**src/rtl/branch_update_unit.sv**
```systemverilog
// Writer side of the branch predictor: queues predictions issued at fetch, and
// turns each execute resolution into a registered table update plus a mispredict pulse.
module branch_update_unit #(
  parameter int PC_WIDTH    = 10,
  parameter int INDEX_WIDTH = 4,
  parameter int HIST_WIDTH  = 3,
  parameter int QUEUE_DEPTH = 4
) (
  input  logic                  clk,
  input  logic                  rst,
  input  logic                  fetch_valid,
  input  logic [PC_WIDTH-1:0]   fetch_pc,
  input  logic                  fetch_prediction,
  output logic                  fetch_ready,
  output logic [HIST_WIDTH-1:0] prev_history,
  output logic                  evict,
  input  logic                  resolve_valid,
  input  logic                  resolve_taken,
  output logic                  we,
  output logic [PC_WIDTH-1:0]   old_pc,
  output logic                  branch_taken,
  output logic [HIST_WIDTH-1:0] update_history,
  output logic                  mispredict
);

  localparam int NUM_ENTRIES = 1 << INDEX_WIDTH;
  localparam int TAG_WIDTH   = PC_WIDTH - INDEX_WIDTH;
  localparam int PTR_WIDTH   = $clog2(QUEUE_DEPTH);
  localparam int CNT_WIDTH   = PTR_WIDTH + 1;
  localparam logic [CNT_WIDTH-1:0] FULL_COUNT = CNT_WIDTH'(QUEUE_DEPTH);

  typedef struct packed {
    logic [PC_WIDTH-1:0]   pc;
    logic                  pred;
    logic [HIST_WIDTH-1:0] hist;
  } entry_t;

  entry_t                queue_mem [QUEUE_DEPTH];
  logic [HIST_WIDTH-1:0] hist      [NUM_ENTRIES];
  logic [TAG_WIDTH-1:0]  tag       [NUM_ENTRIES];
  logic [NUM_ENTRIES-1:0] tag_valid;

  logic [PTR_WIDTH-1:0]  head_ptr, tail_ptr;
  logic [CNT_WIDTH-1:0]  count;

  logic [INDEX_WIDTH-1:0] fetch_idx;
  logic [TAG_WIDTH-1:0]   fetch_tag;
  logic [INDEX_WIDTH-1:0] head_idx;
  entry_t                 head_entry;
  logic                   accept, push, pop, flush;

  // NOTE: every always_comb output gets a default first, so no path can infer a latch.
  always_comb begin
    fetch_idx    = fetch_pc[INDEX_WIDTH-1:0];
    fetch_tag    = fetch_pc[PC_WIDTH-1:INDEX_WIDTH];
    head_entry   = queue_mem[head_ptr];
    head_idx     = head_entry.pc[INDEX_WIDTH-1:0];
    fetch_ready  = (count != FULL_COUNT);
    accept       = fetch_valid && fetch_ready;
    prev_history = hist[fetch_idx];
    evict        = accept && (!tag_valid[fetch_idx] || (tag[fetch_idx] != fetch_tag));
    pop          = resolve_valid && (count != '0);
    flush        = pop && (resolve_taken != head_entry.pred);
    // A mispredict squashes everything younger, including a same-cycle fetch.
    push         = accept && !flush;
  end

  // NOTE: queue payload and tags carry no reset; count and tag_valid already mark them dead.
  always_ff @(posedge clk) begin
    if (push) begin
      queue_mem[tail_ptr] <= '{pc: fetch_pc, pred: fetch_prediction, hist: hist[fetch_idx]};
    end
    if (evict) begin
      tag[fetch_idx] <= fetch_tag;
    end
  end

  // NOTE: sequential state uses non-blocking assignments; the later eviction write
  // to hist intentionally overrides a same-index resolve shift on the same edge.
  always_ff @(posedge clk) begin
    if (!rst) begin
      head_ptr       <= '0;
      tail_ptr       <= '0;
      count          <= '0;
      tag_valid      <= '0;
      for (int i = 0; i < NUM_ENTRIES; i++) begin
        hist[i] <= '0;
      end
      we             <= 1'b0;
      mispredict     <= 1'b0;
      branch_taken   <= 1'b0;
      old_pc         <= '0;
      update_history <= '0;
    end else begin
      we         <= pop;
      mispredict <= flush;

      if (pop) begin
        old_pc         <= head_entry.pc;
        branch_taken   <= resolve_taken;
        update_history <= head_entry.hist;
        hist[head_idx] <= {hist[head_idx][HIST_WIDTH-2:0], resolve_taken};
      end

      if (evict) begin
        hist[fetch_idx]      <= '0;
        tag_valid[fetch_idx] <= 1'b1;
      end

      if (flush) begin
        head_ptr <= '0;
        tail_ptr <= '0;
        count    <= '0;
      end else begin
        if (push) tail_ptr <= tail_ptr + 1'b1;
        if (pop)  head_ptr <= head_ptr + 1'b1;
        count <= count + CNT_WIDTH'(push) - CNT_WIDTH'(pop);
      end
    end
  end

endmodule

```
**config.mk**
```make
export PLATFORM = sky130hd
export DESIGN_NAME = branch_update_unit
export DESIGN_NICKNAME = d
export VERILOG_FILES = /design/src/rtl/branch_update_unit.sv
export SDC_FILE = /design/constraint.sdc
export NUM_CORES = 1
export LEC_CHECK = 0
export CAP_MARGIN = 20
export CORE_UTILIZATION = 61
export DETAILED_ROUTE_END_ITERATION = 10
export PLACE_DENSITY = 0.8
export SLEW_MARGIN = 25
export SYNTH_ARGS = -nofsm -noshare
export SYNTH_HDL_FRONTEND = slang
export SYNTH_SLANG_ARGS = --single-unit
```
**constraint.sdc**
```tcl
create_clock -name clk -period 4.5 [get_ports clk]
set_clock_uncertainty 0.15 [all_clocks]
set_input_delay 0.45 -clock clk [delete_from_list [all_inputs] [get_ports clk]]
set_output_delay 0.45 -clock clk [all_outputs]
set_load 0.005 [all_outputs]
```
Word level (Yosys, flattened, before mapping):

Memory sizes are Yosys's and may differ from the RTL's. A register that Yosys moved wholly into a read port is not among the register bits.
Cells that the tools add are included.

* bits in registers: 39
* memories kept: 3
* output and inout bits: 21
* input bits: 16
* logic and storage cells: 58
* bits in writable memories: 200

Memory list
* tag: words 16, width 6, read ports 1, clocked after Yosys merged registers in 0, write ports 1, line 40 `logic [TAG_WIDTH-1:0] tag [NUM_ENTRIES];`
* queue_mem: words 4, width 14, read ports 1, clocked after Yosys merged registers in 1, write ports 1, line 38 `entry_t queue_mem [QUEUE_DEPTH];`
* hist: words 16, width 3, read ports 2, clocked after Yosys merged registers in 0, write ports 16, line 39 `logic [HIST_WIDTH-1:0] hist [NUM_ENTRIES];`

* mux-type cells: 22
* reductions and logical operators: 13
* $add $sub $neg: 4
* bitwise logic cells: 2
* equal/unequal tests: 3
* $lt $le $gt $ge: 2

Operator list (count)
* $or 16x16->16: 1
* $mux 1: 14
* $mux 4: 2
* $logic_and 1x1->1: 6
* $mux 3: 2
* $ne 6x6->1: 1
* $reduce_or 3->1: 2
* $lt 4x5->1 const B: 1
* $add 2x1->2 const B: 2
* $bmux 1 s4: 1
* $demux 1 s4: 1
* $ge 4x1->1 const B: 1
* $mux 2: 2
* $add 3x1->3: 1
* $ne 3x3->1 const B: 1
* $reduce_bool 3->1: 1
* $sub 3x1->3: 1
* $logic_not 1->1: 2
* $reduce_or 2->1: 1
* $logic_or 1x1->1: 1
* $ne 1x1->1: 1
* $not 1->1: 1

Logic depth before layout (Yosys ltp):

Gate-level depths: netlist of the first run.

* depth after elaboration: 10
* depth in mapped cells: 15
* depth with buffers taken out: 13

Worst setup path after synthesis of the first run:

No wires, ideal clock.

* kind: flip-flop to flip-flop
* from: register with a tool-made name
* to: register count[2]
* library setup time: 0.133 ns
* arrival: 3.101 ns
* required time: 4.217 ns
* stages on the path, launching flop included: 16
* clock period less this slack: 3.383 ns
* slack: 1.117 ns
* path buffers: 2
* cells stage by stage: dfxtp_1 -> clkbuf_1 -> buf_2 -> mux4_2 -> xnor2_1 -> nor2_1 -> nor2_1 -> inv_1 -> ha_1 -> inv_1 -> ha_1 -> inv_1 -> fa_1 -> xor2_1 -> xnor2_1 -> nor2_1

RTL lines
* end signal: assignment: line 117 `count <= count + CNT_WIDTH'(push) - CNT_WIDTH'(pop);`
* end: declaration: line 44 `logic [CNT_WIDTH-1:0] count;`

Worst setup path in the final report of the first run:

* from: input port fetch_pc[3]
* to: output port evict

* cells in the longest elaborated chain, start to end: 5
* elaborated cells between the ends (all ways): 7
* those cells by class: eq/ne: 1; mux: 2; reduce/logical: 3; memory: 1

RTL lines
* start: declaration: line 12 `input logic [PC_WIDTH-1:0] fetch_pc,`
* branches (longest 3 deep; another with $mem_v2 16x6)
* $logic_or 1x1->1 *: line 61 `evict = accept && (!tag_valid[fetch_idx] || (tag[fetch_idx] != fetch_tag));`
* $logic_and 1x1->1 *: line 61
* end: declaration: line 16 `output logic evict,`

Mark *: on every way between the ends. The select of a mux whose other input is x is not followed.

==> metrics, run 1 <==
via count=6634; sequential fraction of the synthesis area=62.3%; cts hold-fix bufs=0; final net count=778; CTS Sinks=241; Pre-antenna DRT Iters=5; final routed DRC violation total=0; post-synth cell types=44; status=finished clean; CP cell instances=clkdlybuf4s50_1 -> mux4_2 -> mux2i_1 -> xnor2_1 -> or4_1 -> a21oi_4 -> a21oi_4 -> clkdlybuf4s50_1; CP Launch Point=fetch_pc[3]; RSZ-0062 raised after global routing=false; yosys synthesis warning count=0; Peak Freq=246 MHz; most used flip-flop cell after synthesis=edfxtp_1; worst ir drop on vdd=around 0.00032 V; setup violators final=0; H-tree depth=1; Synth Area per Inst=14.4 µm²; required time of the critical path=between 3 and 4 ns; Final min period=4.07 ns; gr ovfl total=0; Initial Util=between 60% and 70%; Slew headroom=32.4%; crit path kind=input port to output port; vias in the first global route=6852; Worst R2R End=tag[11][2]$_DFFE_PP_; CP delay by family, top=buffers and inverters; Clock Latency Late Sink=0.53 ns; buffers plus inverters on the worst setup path=2; clk root buf=clkbuf_16; die area=0.0172 mm²; placed wire-length estimate=15600 µm; I/O Buffers=36; Rows=46; share of cells above drive strength 1=~18%; area grow syn2layout=13.9%; r2r setup slk=between 1 and 1.5 ns; largest net degree at the start of global routing=50; die extent in x=131 µm; pwr dens=479 mW/mm²; crit share post-route=90.4%; Antenna Cells=0; reg-to-reg startpoint=tag[5][2]$_DFFE_PP_; Hold WS=0.269 ns; Worst path depth=8; sum of negative setup slack=0 ns; crit-path max cell delay=0.87 ns; initial antenna violation count=0; initial DRC count=approximately 760; clock buffer depth=3; post-DR vias/cell=6.71; Final Hold Vio Count=0; wirelength, routed=23400 µm; Post-synth EDFFs=152; Num CTS Buffers=24; R2R cell count=7; drt wl/cell=23.7 µm; Static Leak=4.04 nW; Die H=131 µm; ys async rst share=0%; Synth top area share=44.8%; postcts setup bufs=0; Pins Over Slew Limit=0; Worst setup SP type=input port; cell count after synthesis=approximately 710; core box area=0.0161 mm²; Critical Path AT=3.47 ns; dominant cell type by area after synthesis=edfxtp_1; IO Pins=37; ANT nets after route=0; Worst-path clk slew=around 0.07 ns; first-pass GRT wire length=37700 µm; synthesized area=approximately 0.01 mm²; GRT Util Overall=28.3%; FF+latch count, synth=241; CTS tree=done; CP max stage cell=clkdlybuf4s50_1; final core occ=72.0%; CTS resizes=0; Max-Cap Viols=0; post-synth net total=732; actual slew at the worst max-slew pin=1.01 ns; crit path capture type=output port; Critical Path Sink=evict; classification of the worst-slack hold path=input port to flop; worst-path maximum fanout=13; top cells by area, synth=edfxtp_1, dfxtp_1, mux4_2, a31oi_1, nand2_1; Final GP Congestion=0.835
synth_stat cells (14+ instances only):
cell type    n
edfxtp_1   152
a31oi_1     36
nand2_1     56
a21boi_0    14
a21oi_1     34
mux4_2      62
nor2_1      42
dfxtp_1     89
and3_1      31
clkbuf_1    27
a22oi_1     24
layer usage:
| metal | GRT usage (%) | vias to the layer above | part of all wire [%] |
|---|---|---|---|
| li1 | - | 2852 | - |
| met1 | 37.7 | 3317 | 38 |
| met2 | 47.3 | 404 | 50 |
| met3 | 4.28 | 61 | 9.4 |
| met4 | 10.7 | 0 | 2.5 |
| met5 | 0 | - | 0 |
cell usage in the layout (no fill, tap or decap), types with 8 or more instances in the layout:
cell               n
a21boi_0          14
a21oi_1           34
a22o_1             9
a22oi_1           24
a31oi_1           36
and2_1             8
and3_1            31
buf_4             30
clkbuf_16         24
clkdlybuf4s50_1   33
clkinv_1          10
dfxtp_1           89
edfxtp_1         152
inv_1             10
mux2i_1           13
mux4_2            62
nand2_1           56
nor2_1            42
nor2b_1           13
xnor2_1            8
worst register-to-register path, stage by stage (launching register included):
cell and delay (ns):
edfxtp_1 0.38, mux4_2 0.53, mux4_2 0.48, xnor2_1 0.14, and3_1 0.29, a21oi_4 0.16, buf_4 0.28, and3_1 0.48
worst min-delay path by stage:
stage                                from                          to  slack (ns)  cells past startpoint
6_report                      fetch_pc[0]   queue_mem[2][4]$_DFFE_PP_        0.27                      1
5_1_grt                       fetch_pc[0]   queue_mem[2][4]$_DFFE_PP_        0.28                      1
4_1_cts                       fetch_pc[0]   queue_mem[2][4]$_DFFE_PP_        0.26                      1
3_5_place_dp    tag_valid[1]$_SDFFE_PN0N_   tag_valid[1]$_SDFFE_PN0N_        0.30                      1
3_3_place_gp    tag_valid[9]$_SDFFE_PN0N_   tag_valid[9]$_SDFFE_PN0N_        0.29                      1
2_1_floorplan  tag_valid[14]$_SDFFE_PN0N_  tag_valid[14]$_SDFFE_PN0N_        0.29                      1
state kept, by name (all words and copies together) (netlist names), named ones only:
| signal | flops |
|---|---|
| update_history | 3 |
| tail_ptr | 2 |
| old_pc | 10 |
| count | 3 |
| we | 1 |
| queue_mem | 56 |
| head_ptr | 2 |
| branch_taken | 1 |
| mispredict | 1 |
| hist | 48 |
| tag | 96 |
| tag_valid | 16 |
through the flow:
| stage | power [mW] | setup WS, ns | instance area, µm² | cells |
|---|---|---|---|---|
| floorplan | 3.25 | 1.12 | 10200 | 709 |
| global placement | 3.54 | 0.599 | 10800 | 944 |
| detailed placement | 3.58 | 0.481 | 10800 | 944 |
| CTS | 5.57 | 0.461 | 11600 | 988 |
| global route | 5.76 | 0.359 | 11600 | 989 |
| finish | 5.55 | 0.431 | 11600 | 989 |
final cells by class:
cell class	instances	area, µm²
well taps	216	270
clock inverters	20	193
multi-input cells	411	3570
flip-flops and latches	241	6350
fillers	1006	4510
repair buffers	67	591
clock buffers	24	601
inverters	10	37.5
power breakdown:
group | switching (mW) | total (mW) | leakage, nW | internal, mW
Sequential | 0.0712 | 2.59 | 2.10 | 2.52
Clock | 0.854 | 2.01 | 0.376 | 1.15
Combinational | 0.552 | 0.956 | 1.56 | 0.404
Total | 1.48 | 5.55 | 4.04 | 4.08
logic make-up after synthesis:
group	after synthesis	synth area share [%]
AOI/OAI and AO/OA	137	9.14
and+or+nand+nor	175	8.28
adders and majority gates	7	0.934
DFF	241	62.3
xor gates and xnor gates	13	1.12
muxes	79	15.4
buffers and inverters	57	2.80
No activity file was read; power rests on OpenSTA's default activity.
==> run 2, diff against run 1 <==
- SLEW_MARGIN: 25 -> 0
==> metrics, run 2 (synthesis results as in run 1) <==
Final Hold Vio Count=0; Clock Latency Late Sink=0.53 ns; die extent in x=roughly 130 µm; buffers plus inverters on the worst setup path=2; Static Leak=4.03 nW; Initial Util=63.2%; CTS Sinks=241; Reg with most FFs=tag; actual slew at the worst max-slew pin=1.06 ns; crit-path max cell delay=0.87 ns; CP delay by family, top=buffers and inverters; core box area=0.0161 mm²; Critical Path AT=about 3.4 ns; H-tree depth=1; Pre-antenna DRT Iters=6; largest net degree at the start of global routing=50; CP cell instances=clkdlybuf4s50_1 -> mux4_2 -> mux2i_1 -> xnor2_1 -> or4_1 -> a21oi_4 -> a21oi_4 -> clkdlybuf4s50_1; pwr dens=479 mW/mm²; die area=0.0172 mm²; gr ovfl total=0; via count=around 6700; Worst-path clk slew=0.07 ns; Die H=between 100 and 150 µm; status=finished clean; RSZ-0062 raised after global routing=false; placed wire-length estimate=~16000 µm; CP max stage cell=clkdlybuf4s50_1; crit path kind=input port to output port; Max-Cap Viols=0; postcts setup bufs=0; ANT nets after route=0; cts hold-fix bufs=0; Fillers=1008; vias in the first global route=around 6900; I/O Buffers=36; post-DR vias/cell=6.73; final net count=777; final routed DRC violation total=0; clk root buf=clkbuf_16; CTS resizes=0; CP Launch Point=fetch_pc[3]; DP Area=0.0108 mm²; worst-path maximum fanout=13; Final GP Congestion=0.835; Antenna Cells=0; IO Pins=37; initial DRC count=between 800 and 900; area grow syn2layout=13.9%; Worst Hold Launch=fetch_pc[0]; GRT Util Overall=28.3%; clock buffer depth=3; Peak Freq=248 MHz; Final min period=4.04 ns; commonest non-fill, non-tap cell in the layout=edfxtp_1; initial antenna violation count=0; most frequent cells in the layout=edfxtp_1, dfxtp_1, mux4_2; Worst setup SP type=input port; share of cells above drive strength 1=17.6%; crit path capture type=output port; CTS tree=done; Pins Over Slew Limit=0; fin area=0.0116 mm²; Rows=46; reg-to-reg startpoint=tag[5][2]$_DFFE_PP_; Num CTS Buffers=24; wirelength, routed=approximately 23000 µm; total power=approximately 5.6 mW; sum of negative setup slack=0 ns; required time of the critical path=3.90 ns; drt wl/cell=23.6 µm; first-pass GRT wire length=37700 µm; fin cells=988; setup violators final=0; worst ir drop on vdd=0.000321 V; biggest regs=tag: 96 flops, queue_mem: 56 flops, hist: 48 flops; Slew headroom=29.5%; classification of the worst-slack hold path=input port to flop; dpl cells=944; crit share post-route=between 80% and 90%; max FFs per register=96; Hold WS=between 0.2 and 0.3 ns
-- run 2: power by group --
group / switching, mW / internal, mW
sequential: 0.0712 / 2.52
clock: 0.852 / 1.15
combinational: 0.553 / 0.404
total: 1.48 / 4.08
-- run 2: stage by stage --
stage	utilization (%)	worst slack [ns]
2_1_floorplan	-	1.12
3_3_place_gp	67.0	0.599
3_5_place_dp	67.0	0.481
4_1_cts	72.0	0.461
5_1_grt	72.0	0.359
6_report	72.0	0.460
-- run 2: metal layers --
metal,routed length (µm),up-vias,part of all wire (%),track usage (%)
met4,711,0,3.0,10.7
met1,8950,3329,38,37.7
met2,11500,394,49,47.3
li1,-,2856,-,-
met3,2170,72,9.3,4.28
met5,0,-,0,0
-- run 2: cell type report --
type | count | area (µm²) | area share, %
Timing Repair Buffer | 66 | 583 | 5.03
Inverter | 10 | 37.5 | 0.324
Multi-Input combinational cell | 411 | 3570 | 30.8
Tap cell | 216 | 270 | 2.33
Sequential cell | 241 | 6350 | 54.7
Clock inverter | 20 | 193 | 1.66
Clock buffer | 24 | 601 | 5.18
-- run 2: final timing paths --
kind / slack, ns / to / cells past startpoint
worst max register to register: 1.25 / tag[11][2]$_DFFE_PP_ / 7
worst min register to register: 0.32 / tag_valid[5]$_SDFFE_PN0N_ / 1
worst max-delay path: 0.46 / evict / 8
worst min-delay path: 0.27 / queue_mem[2][4]$_DFFE_PP_ / 1
